===== config.mk =====
export PLATFORM = sky130hd
export DESIGN_NAME = sel_decoder_scan
export DESIGN_NICKNAME = d
export VERILOG_FILES = /design/src/rtl/sel_pkg.sv /design/src/rtl/sel_onehot.sv /design/src/rtl/sel_decoder_scan.sv
export SDC_FILE = /design/constraint.sdc
export NUM_CORES = 1
export LEC_CHECK = 0
export BUFFER_PORTS_ARGS = -buffer_cell sky130_fd_sc_hd__buf_2
export CAP_MARGIN = 20
export CORE_MARGIN = 8
export CORE_UTILIZATION = 50
export CTS_BUF_LIST = sky130_fd_sc_hd__clkbuf_16
export DETAILED_ROUTE_END_ITERATION = 8
export GPL_TIMING_DRIVEN = 0
export PLACE_DENSITY = 0.76
export SYNTH_ARGS = -nofsm -noshare
export SYNTH_HDL_FRONTEND = slang
export SYNTH_SLANG_ARGS = --single-unit

===== constraint.sdc =====
create_clock -name clk1 -period 1.8 [get_ports clk1]
set_clock_uncertainty 0.05 [all_clocks]
set_input_delay 0.18 -clock clk1 [delete_from_list [all_inputs] [get_ports clk1]]
set_output_delay 0.18 -clock clk1 [all_outputs]
set_load 0.02 [all_outputs]

===== src/rtl/sel_pkg.sv =====
// Shared encodings for the scanning one-hot path selector.
package sel_pkg;

  typedef enum logic [1:0] {
    MODE_OFF       = 2'b00,
    MODE_DIRECT    = 2'b01,
    MODE_SCAN_UP   = 2'b10,
    MODE_SCAN_DOWN = 2'b11
  } mode_e;

  typedef enum logic {
    ST_IDLE = 1'b0,
    ST_RUN  = 1'b1
  } state_e;

endpackage


===== src/rtl/sel_onehot.sv =====
// Combinational SEL_W-to-2**SEL_W one-hot decoder: bit i is set when idx == i.
module sel_onehot #(
  parameter int SEL_W = 4
) (
  input  logic [SEL_W-1:0]      idx,
  output logic [(2**SEL_W)-1:0] onehot
);

  localparam int OUT_W = 2**SEL_W;

  // decode one output bit per possible index value
  always_comb begin
    onehot = '0;
    for (int i = 0; i < OUT_W; i++) begin
      if (idx == SEL_W'(i)) begin
        onehot[i] = 1'b1;
      end else begin
        onehot[i] = 1'b0;
      end
    end
  end

endmodule


===== src/rtl/sel_decoder_scan.sv =====
// Registered one-hot path selector with direct selection and an up/down
// auto-scan mode holding each path for a programmable number of cycles.
module sel_decoder_scan
  import sel_pkg::*;
#(
  parameter int SEL_W   = 4,
  parameter int DWELL_W = 8
) (
  input  logic                  clk1,
  input  logic                  rst_n,
  input  logic                  en,
  input  logic [1:0]            mode,
  input  logic [SEL_W-1:0]      select,
  input  logic                  load,
  input  logic [DWELL_W-1:0]    dwell,
  output logic [(2**SEL_W)-1:0] path,
  output logic [SEL_W-1:0]      cur_sel,
  output logic                  wrap,
  output logic                  busy
);

  localparam int OUT_W = 2**SEL_W;

  state_e             state_r,     state_s;
  logic [OUT_W-1:0]   path_r,      path_s;
  logic [SEL_W-1:0]   cur_sel_r,   cur_sel_s;
  logic               wrap_r,      wrap_s;
  logic               busy_r,      busy_s;
  logic [DWELL_W-1:0] dwell_cnt_r, dwell_cnt_s;
  logic [DWELL_W-1:0] dwell_reg_r, dwell_reg_s;

  logic [DWELL_W-1:0] dwell_eff_s;
  logic [SEL_W-1:0]   step_sel_s;
  logic               step_wrap_s;
  logic [OUT_W-1:0]   select_hot_s;
  logic [OUT_W-1:0]   step_hot_s;

  sel_onehot #(.SEL_W(SEL_W)) u_dec_select (
    .idx    (select),
    .onehot (select_hot_s)
  );

  sel_onehot #(.SEL_W(SEL_W)) u_dec_step (
    .idx    (step_sel_s),
    .onehot (step_hot_s)
  );

  // next scan index and end-crossing detect for the current direction
  always_comb begin
    dwell_eff_s = (dwell == '0) ? DWELL_W'(1) : dwell;
    if (mode == MODE_SCAN_DOWN) begin
      step_sel_s  = cur_sel_r - SEL_W'(1);
      step_wrap_s = (cur_sel_r == '0);
    end else begin
      step_sel_s  = cur_sel_r + SEL_W'(1);
      step_wrap_s = (cur_sel_r == '1);
    end
  end

  // next-state and output decision; en low holds everything except wrap
  always_comb begin
    state_s     = state_r;
    path_s      = path_r;
    cur_sel_s   = cur_sel_r;
    wrap_s      = 1'b0;
    busy_s      = busy_r;
    dwell_cnt_s = dwell_cnt_r;
    dwell_reg_s = dwell_reg_r;

    if (en) begin
      case (mode)
        MODE_OFF: begin
          state_s = ST_IDLE;
          path_s  = '0;
          busy_s  = 1'b0;
        end
        MODE_DIRECT: begin
          state_s   = ST_IDLE;
          cur_sel_s = select;
          path_s    = select_hot_s;
          busy_s    = 1'b0;
        end
        MODE_SCAN_UP, MODE_SCAN_DOWN: begin
          if (load) begin
            // a load always wins over a coincident step, so never wraps
            state_s     = ST_RUN;
            cur_sel_s   = select;
            path_s      = select_hot_s;
            busy_s      = 1'b1;
            dwell_reg_s = dwell_eff_s;
            dwell_cnt_s = dwell_eff_s - DWELL_W'(1);
          end else if (state_r == ST_RUN) begin
            busy_s = 1'b1;
            if (dwell_cnt_r != '0) begin
              dwell_cnt_s = dwell_cnt_r - DWELL_W'(1);
            end else begin
              cur_sel_s   = step_sel_s;
              path_s      = step_hot_s;
              wrap_s      = step_wrap_s;
              dwell_cnt_s = dwell_reg_r - DWELL_W'(1);
            end
          end else begin
            path_s = '0;
            busy_s = 1'b0;
          end
        end
        default: begin
          state_s = ST_IDLE;
          path_s  = '0;
          busy_s  = 1'b0;
        end
      endcase
    end else begin
      wrap_s = 1'b0;
    end
  end

  // state register with synchronous active-low reset
  always_ff @(posedge clk1) begin
    if (!rst_n) begin
      state_r     <= ST_IDLE;
      path_r      <= '0;
      cur_sel_r   <= '0;
      wrap_r      <= 1'b0;
      busy_r      <= 1'b0;
      dwell_cnt_r <= '0;
      dwell_reg_r <= '0;
    end else begin
      state_r     <= state_s;
      path_r      <= path_s;
      cur_sel_r   <= cur_sel_s;
      wrap_r      <= wrap_s;
      busy_r      <= busy_s;
      dwell_cnt_r <= dwell_cnt_s;
      dwell_reg_r <= dwell_reg_s;
    end
  end

  assign path    = path_r;
  assign cur_sel = cur_sel_r;
  assign wrap    = wrap_r;
  assign busy    = busy_r;

endmodule


**Word-level counts from Yosys, hierarchy flattened**

Cells that the tools add are included.
W data, S select, Z words.

- Flip-flop bits (word level): 39
- Logic and storage cells: 121
- Output and inout port bits: 22
- Input port bits: 18

- Equality and inequality tests: 38
- Bitwise gates (word level): 4
- Reduce and logical (&&, ||, !) cells: 16
- Mux-type cells: 51
- $add $sub $neg: 5

Operator list:

| cell | count |
|---|---|
| $eq A4 B4 Y1 const B | 17 |
| $mux W16 | 3 |
| $pmux W16 S3 | 1 |
| $mux W1 | 36 |
| $eq A4 B3 Y1 const B | 8 |
| $mux W8 | 4 |
| $sub A8 B1 Y8 const B | 3 |
| $eq A4 B2 Y1 const B | 4 |
| $mux W4 | 4 |
| $logic_not A4 Y1 | 3 |
| $eq A4 B1 Y1 const B | 2 |
| $logic_not A8 Y1 | 1 |
| $pmux W4 S2 | 1 |
| $reduce_bool A8 Y1 | 1 |
| $ne A3 B3 Y1 const B | 2 |
| $reduce_and A3 Y1 | 2 |
| $reduce_or A6 Y1 | 1 |
| $add A4 B1 Y4 const B | 1 |
| $eq A2 B2 Y1 const B | 2 |
| $ne A4 B4 Y1 const B | 1 |
| $not A1 Y1 | 4 |
| $pmux W1 S2 | 2 |
| $reduce_and A2 Y1 | 2 |
| $reduce_and A4 Y1 | 1 |
| other kinds (6) | 8 |

**Depth between registers and ports, before layout**

Gate-level depths: netlist of the first run.

- Word-level depth: 8
- Depth in mapped cells: 9
- Depth with buffers taken out: 8

**Hierarchy**

A second synthesis of the first run with hierarchy kept.

- Cells, all modules: 290
- Area, all modules: 2,600.0 um^2

Modules (own cells, without submodules):

| module | instances | sequential area each (um^2) | cells each | area each (um^2) |
|---|---|---|---|---|
| sel_decoder_scan | 1 | 780.7 | 250 | 2,147.1 |
| sel_onehot | 2 | 0.0 | 20 | 226.5 |

**Worst setup path before layout of the first run**

No wires, ideal clock.

- Kind: input to register
- Start: input mode[1]
- End: register path_r[10], in the netlist path[10]
- Path slack: -185 ps
- Buffers on the path: 1
- Setup time: 70 ps
- Cell stages on the path: 8
- Data required time: 1,680 ps
- Arrival: 1,865 ps
- Cell sequence: buf_2 nand2_1 xnor2_1 ha_1 mux2i_1 xor2_1 a31oi_1 a21oi_1

- Longest elaborated chain between the ends: 8
- Elaborated cells on any way between the ends: 14
- Those cells by class: eq/ne (5); mux (6); reduce/logical (3)

RTL lines:

| item | RTL line | RTL |
|---|---|---|
| from (decl) | sel_decoder_scan.sv:12 | `input logic [1:0] mode,` |
| $eq A2 B2 Y1 | sel_decoder_scan.sv:51, sel_decoder_scan.sv:71 |  |
| $mux W4 | sel_decoder_scan.sv:51 | `if (mode == MODE_SCAN_DOWN) begin` |
| $eq A4 B4 Y1 | sel_onehot.sv:15 | `if (idx == SEL_W'(i)) begin` |
| $mux W1 | sel_onehot.sv:15 |  |
| $mux W16 | sel_decoder_scan.sv:94 | `if (dwell_cnt_r != '0) begin` |
| $mux W16 | sel_decoder_scan.sv:92 | `end else if (state_r == ST_RUN) begin` |
| $mux W16 | sel_decoder_scan.sv:84 | `if (load) begin` |
| $pmux W16 S3 | sel_decoder_scan.sv:71 | `case (mode)` |
| to (signal assigned) | sel_decoder_scan.sv:130 | `path_r <= path_s;` |
| to (decl) | sel_decoder_scan.sv:25 | `logic [OUT_W-1:0] path_r, path_s;` |

Several ways; a longest one is shown, not always the timed one. The select of a mux whose other input is x is not followed.
A chain may end at the register's enable or synchronous reset.

**Final worst setup path of the first run**

- Start: register dwell_cnt_r[7]
- End: register dwell_cnt_r[5]

- Longest elaborated chain between the ends: 4

RTL lines:

| item | RTL line | RTL |
|---|---|---|
| from (decl) | sel_decoder_scan.sv:29 | `logic [DWELL_W-1:0] dwell_cnt_r, dwell_cnt_s;` |
| from (signal assigned) | sel_decoder_scan.sv:134 | `dwell_cnt_r <= dwell_cnt_s;` |
| $reduce_bool A8 Y1 | sel_decoder_scan.sv:94 |  |
| $mux W8 | sel_decoder_scan.sv:94 |  |
| $mux W8 | sel_decoder_scan.sv:92 |  |
| $mux W8 | sel_decoder_scan.sv:84 |  |

Every way passes these cells. The select of a mux whose other input is x is not followed.

==> results of run 1 <==
==> repair_timing <==
| item | CTS | global route |
|---|---|---|
| endpoints found under the hold margin | 0 | 0 |
| setup endpoints to repair | 26 | 27 |
| pin swaps | 10 | 29 |
| resized for setup | 27 | 25 |
| buffers inserted | 12 | 7 |
==> stage by stage <==
step	std cells	util (%)	power (mW)	hold WS (ns)	setup slack, ns
after global placement	365	59.2	1.45	0.393	-0.490
after global routing	391	72.2	2.87	0.119	-0.127
after CTS	385	68.3	2.68	0.103	-0.0175
after floorplan	277	-	1.32	0.261	0.00178
after detailed placement	365	59.2	1.46	0.394	-0.525
final	391	72.2	2.77	0.106	-0.0461
==> layer usage <==
metal	global-route usage (%)	wire length [um]	vias to the layer above
li1	-	-	1157
met1	21.2	2560	1151
met2	34.6	3400	148
met3	4.11	648	19
met4	8.97	203	0
met5	0	0	-
==> synthesized netlist by cell type, drive strengths merged (2+ instances only) <==
| library cell | instances |
|---|---|
| dfxtp | 39 |
| a21oi | 29 |
| nand2 | 28 |
| nor2 | 26 |
| o21ai | 25 |
| a31oi | 20 |
| clkbuf | 11 |
| ha | 6 |
| inv | 6 |
| nand2b | 6 |
| xnor2 | 6 |
| and3 | 5 |
| nor3 | 5 |
| a311o | 4 |
| buf | 4 |
| nand3 | 4 |
| nor2b | 4 |
| a211o | 3 |
| a211oi | 3 |
| a222oi | 3 |
| a311oi | 3 |
| and2 | 3 |
| nand4 | 3 |
| nor4 | 3 |
| nor4b | 3 |
| a221oi | 2 |
| a31o | 2 |
| nand3b | 2 |
| o211a | 2 |
| xor2 | 2 |
==> cells by family after synthesis <==
| family | count (synthesis) |
|---|---|
| buf+inv | 21 |
| mux | 2 |
| xor+xnor | 8 |
| fa+ha+maj | 6 |
| compound gates | 103 |
| flops | 39 |
| simple gates | 98 |
==> power by group <==
group / switching, mW / internal, mW / total, mW / leakage (nW)
Clock: 0.356 / 0.794 / 1.15 / 0.0900
Sequential: 0.0504 / 0.908 / 0.958 / 0.327
Combinational: 0.374 / 0.286 / 0.660 / 0.826
Total: 0.780 / 1.99 / 2.77 / 1.24
==> critical path, delay by kind of cell, from the launching register on <==
kind / cells / cell delay [ns]
compound gates: 3 / 0.87
flops: 1 / 0.36
buf+inv: 2 / 0.36
simple gates: 2 / 0.13
==> final timing paths <==
kind	end	slack [ns]
setup / recovery	dwell_cnt_r[5]	-0.05
hold reg to reg	dwell_reg_r[2]	0.40
setup reg to reg	dwell_cnt_r[5]	-0.05
hold / removal	dwell_reg_r[6]	0.11
==> final cells by class <==
class	instances	share of cell area [%]
clock buffers	5	4.01
plain buffers	14	2.77
clock inverters	3	2.17
flip-flops and latches	39	26.1
multi-input cells	217	51.2
repair buffers	55	10.9
well taps	52	2.09
inverters	6	0.802
==> state kept, by name, summed over array words and instances (netlist names) <==
| register | flops |
|---|---|
| busy | 1 |
| cur_sel | 4 |
| dwell_cnt_r | 8 |
| dwell_reg_r | 8 |
| path | 16 |
| state_r | 1 |
| wrap | 1 |
==> results.yml, run 1 <==
cts:
  cts_root_buf: "clkbuf_16"
  cts_made_buffers: 5
  max-clock-path-buffers: 2
  clk_pin_slew_ns: 0.06
  cts_hold_buf: 0
  cts_max_level: 2
  cts_tree: "yes"
  clock-sinks: 39
  clk_latency_ns: 0.28
min_path:
  hold_path_depth: 3
  hp-class: "in -> reg"
  min_from: "dwell[6]"
floorplan:
  coreArea_sq_um: 4320
  die_area_sq_um: 6850
  die_x_um: 82.8
  initial_utilization_pct: 51.5
  num_rows: 24
  die_y_um: 82.8
  pin_count: 40
pwr:
  p_leak_nw: 1.24
  peakVddDrop_mv: 0.540
  p_per_area_nw_per_um2: 887
timing:
  setup_violations: 7
  period_minus_slack_ns: 1.85
  timing.final.max_slew_violations: 0
  hold_viol: 0
  slew_headroom_pct: 61.7
  setup_tns_ns: -0.163
  fin_crit_sh_pct: 103
  tightest_slew_ns: 0.574
  fmax_mhz: 542
  rsz0062_at_grt: "yes"
  setup_ws_ns: -0.0461
grt:
  grt_max_degree: 14
  overflow: 0
  grt_pass1_vias: 2206
  grt_pass1_wl_mm: 10.3
  track_usage_pct: 19.3
  antenna_found_initial: 0
place:
  dp_hpwl_mm: 4.52
  io_buffers: 36
  dpl_cell_area_sq_um: 2560
  place.gp.congestion: 0.893
detailed_routing:
  drtIter0Drc: 217
  finalWirelength_mm: 6.82
  post-route-drc-count: 0
  antenna_left: 0
  vias: 2475
  routedWlPerCell_um: 17.4
  first_pass_iters: 5
  via_per_inst: 6.33
run_status:
  violations: "setup timing"
  status: "finished with violations"
synth:
  synth_top_area_share_pct: 35.0
  synth_cell_type_count: 54
  syn_area_sq_um: 2230
  synth_compound_area_share_pct: 30.4
  synth_ff_type: "dfxtp_1"
  synth_top_family_by_area: "compound AO/OA/AOI/OAI gates"
  yosysSeqAreaShare_pct: 35.0
  yosys.area.top_type: "dfxtp_1"
  ys_warn_count: 0
  yosys.area_share.simple_pct: 23.0
  synth_seq_cells: 39
  synth-edff-count: 0
  synthXorXnorAreaFrac_pct: 3.14
  synth_fa_ha_area_share_pct: 3.37
  postSynthCellCount: 277
  syn_avg_cell_area_sq_um: 8.04
  syn-num-nets: 301
  synth-async-reset-ratio_pct: 0
  synth_area_leaders: "dfxtp_1 35%, a21oi_1 6.3%, a31oi_1 5.6%"
  synth_mux_area_share_pct: 0.955
final_layout:
  layout_common_cells: "37 x buf_2, 29 x dfxtp_1, 28 x a21oi_1, 26 x nor2_1, 24 x nand2_1"
  fin_nets: 362
  seq_area_sq_um: 816
  insertedDiodeCount: 0
  mostFrequentLayoutCell: "buf_2"
  n_fill_cell: 315
  multi_input_area_sq_um: 1600
  drive_above_1_share_pct: 33.9
  syn2layout_area_growth_pct: 40.0
  final_area_sq_um: 3120
critical_path:
  worstReg2RegStart: "dwell_cnt_r[7]"
  endpoint_kind: "register"
  crit_start: "dwell_cnt_r[7]"
  ff2ff_path_depth: 7
  cp_common_cell: "buf_4"
  slowest_delay_ns: 0.36
  path_class: "reg -> reg"
  arrival_ns: 1.99
  required_ns: 1.95
  crit_slowest_cell: "dfxtp_4"
  cp_max_fo: 6
  cp-start-kind: "register"
  crit_chain: "nor4_4 > buf_4 > a311o_1 > a222oi_1 > buf_4 > nand3_2 > a31oi_2"
flow_run:
  drv_cap: 0
No activity file was read; power rests on OpenSTA's default activity.
==> run 2: changes to the inputs <==
--- a/config.mk
+++ b/config.mk
@@ -12,7 +12,8 @@
 export CTS_BUF_LIST = sky130_fd_sc_hd__clkbuf_16
 export DETAILED_ROUTE_END_ITERATION = 8
 export GPL_TIMING_DRIVEN = 0
-export PLACE_DENSITY = 0.76
+export PLACE_DENSITY = 0.74
 export SYNTH_ARGS = -nofsm -noshare
 export SYNTH_HDL_FRONTEND = slang
+export SYNTH_HIERARCHICAL = 1
 export SYNTH_SLANG_ARGS = --single-unit
==> run 2 against run 1 <==
The flow still finishes with violations (setup timing). Core utilization shrank 3.3 points. Non-clock buffer count grew 6. Cell area increased by 12%.
==> results.yml, run 2 <==
synth:
  synth-async-reset-ratio_pct: 0
  ys_warn_count: 6
  yosysSeqAreaShare_pct: 30.0
  synth_top_area_share_pct: 30.0
  synth_ff_type: "dfxtp_1"
  syn_avg_cell_area_sq_um: 8.97
  postSynthCellCount: 290
  syn_area_sq_um: 2600
  synth_most_common_cell: "nand2_1"
  synth_cell_type_count: 56
  synth_seq_cells: 39
  yosys.area.top_type: "dfxtp_1"
  syn-num-nets: 312
  synth.cells.most_frequent: "44 x nand2_1, 39 x dfxtp_1, 20 x o211a_1"
  synth-edff-count: 0
  synth_area_leaders: "dfxtp_1 30%, o211a_1 7.7%, nand2_1 6.4%"
cts:
  clock-sinks: 39
  cts_max_level: 2
  cts_root_buf: "clkbuf_16"
  cts_tree: "yes"
  cts_hold_buf: 0
  clk_pin_slew_ns: 0.06
  clk_latency_ns: 0.29
  cts_made_buffers: 5
  max-clock-path-buffers: 2
final_layout:
  fin_nets: 371
  largest_reg_flops: 16
  insertedDiodeCount: 0
  drive_above_1_share_pct: 41.7
  stdcell_count: 420
  n_fill_cell: 394
  layout_common_cells: "41 x nand2_1, 40 x buf_2, 33 x dfxtp_1, 20 x o211a_1, 17 x buf_4"
  syn2layout_area_growth_pct: 34.5
  mostFrequentLayoutCell: "nand2_1"
critical_path:
  cp-start-kind: "register"
  reg2reg_to: "path[7]"
  critPathBufInv: 1
  ff2ff_path_depth: 9
  arrival_ns: 2.13
  reg2reg_slack_ns: -0.20
  crit_chain: "ha_4 > a21o_1 > a21oi_4 > xnor2_4 > buf_6 > and4b_1 > a22oi_2 > nand2_1 > o211a_1"
  required_ns: 1.93
  worstReg2RegStart: "cur_sel[1]"
  path_class: "reg -> reg"
  cp_max_fo: 7
  path_depth: 9
  crit_slowest_cell: "dfxtp_4"
  endpoint_kind: "register"
  slowest_delay_ns: 0.36
  critPathTopFamily: "compound AO/OA/AOI/OAI gates"
  crit_end: "path[7]"
  crit_start: "cur_sel[1]"
detailed_routing:
  drtIter0Drc: 325
  post-route-drc-count: 0
  antenna_left: 0
  vias: 2524
  first_pass_iters: 5
  via_per_inst: 6.01
  finalWirelength_mm: 7.51
  routedWlPerCell_um: 17.9
timing:
  fin_crit_sh_pct: 111
  period_minus_slack_ns: 2.00
  setup_ws_ns: -0.197
  rsz0062_at_grt: "yes"
  fmax_mhz: 501
  hold_ws_ns: 0.0993
  setup_violations: 22
  timing.final.max_slew_violations: 0
  setup_tns_ns: -3.05
  hold_viol: 0
  slew_headroom_pct: 63.2
  tightest_slew_ns: 0.552
place:
  io_buffers: 38
  placed_cells: 398
  place.gp.congestion: 0.846
  dp_hpwl_mm: 5.10
floorplan:
  coreArea_sq_um: 5070
  num_rows: 26
  pin_count: 40
  die_y_um: 88.1
  die_x_um: 88.1
  initial_utilization_pct: 51.2
  die_area_sq_um: 7760
min_path:
  hp-class: "in -> reg"
  hold_path_depth: 3
run_status:
  violations: "setup timing"
  status: "finished with violations"
grt:
  grt_max_degree: 14
  track_usage_pct: 18.8
  antenna_found_initial: 0
  overflow: 0
  grt_pass1_wl_mm: 11.5
  grt_pass1_vias: 2259
pwr:
  p_per_area_nw_per_um2: 837
  peakVddDrop_mv: 0.599
  p_leak_nw: 1.57
  fin_total_pwr_mw: 2.93
flow_run:
  drv_cap: 0
[run 2: power breakdown]
| group | internal (mW) | switching, mW |
|---|---|---|
| Clock | 0.738 | 0.381 |
| Sequential | 0.909 | 0.0460 |
| Combinational | 0.393 | 0.458 |
[run 2: cell type report]
class	count	area, sq um	area share [%]
plain buffers	23	165	4.72
clock buffers	6	150	4.29
clock inverters	2	37.5	1.07
multi-input cells	221	1920	54.8
repair buffers	52	307	8.77
well taps	70	87.6	2.51
inverters	7	36.3	1.04
flip-flops and latches	39	796	22.8
[run 2: layer usage]
layer	wire (um)	vias to the layer above	track usage, %	share of wire [%]
li1	-	1213	-	-
met1	3410	1210	25.2	45
met2	3540	90	28.7	47
met3	456	11	4.32	6.1
met4	114	0	6.45	1.5
met5	0	-	0	0
[run 2: timing repair]
item / CTS / global route
setup buffers: 5 / 9
pin swaps: 7 / 39
gates resized for setup: 14 / 29
endpoints found under the setup margin: 25 / 27
gates cloned: 0 / 1
[run 2: kinds of logic (layout without fill, tap and decap cells)]
| kind of cell | Yosys count | in the layout | synth area share (%) |
|---|---|---|---|
| AOI/OAI and AO/OA | 84 | 84 | 24.6 |
| muxes | 6 | 6 | 2.65 |
| buffers and inverters | 30 | 90 | 6.16 |
| adders and majority gates | 4 | 4 | 2.21 |
| DFF | 39 | 39 | 30.0 |
| xor gates and xnor gates | 8 | 8 | 2.70 |
| and+or+nand+nor | 119 | 119 | 31.7 |
[run 2: stage by stage]
| step | worst slack [ns] | utilization (%) | instance area [sq um] |
|---|---|---|---|
| 2_1_floorplan | -0.0603 | - | 2720 |
| 3_3_place_gp | -0.250 | 59.1 | 3000 |
| 3_5_place_dp | -0.259 | 59.1 | 3000 |
| 4_1_cts | -0.181 | 64.9 | 3300 |
| 5_1_grt | -0.282 | 68.9 | 3500 |
| 6_report | -0.197 | 68.9 | 3500 |
[run 2: worst register-to-register path: cells and delay by family (launching register included)]
kind	cells	cell delay, ns
compound gates	4	0.64
flops	1	0.36
simple gates	2	0.26
fa+ha+maj	1	0.23
xor+xnor	1	0.20
buf+inv	1	0.15
[run 2: worst min-delay path by stage]
stage / start / slack, ns / end
2_1_floorplan: en / 0.26 / wrap
3_3_place_gp: dwell[0] / 0.39 / dwell_reg_r[0]
3_5_place_dp: dwell[0] / 0.40 / dwell_reg_r[0]
4_1_cts: dwell[0] / 0.10 / dwell_reg_r[0]
5_1_grt: dwell[0] / 0.12 / dwell_reg_r[0]
6_report: dwell[0] / 0.1 / dwell_reg_r[0]
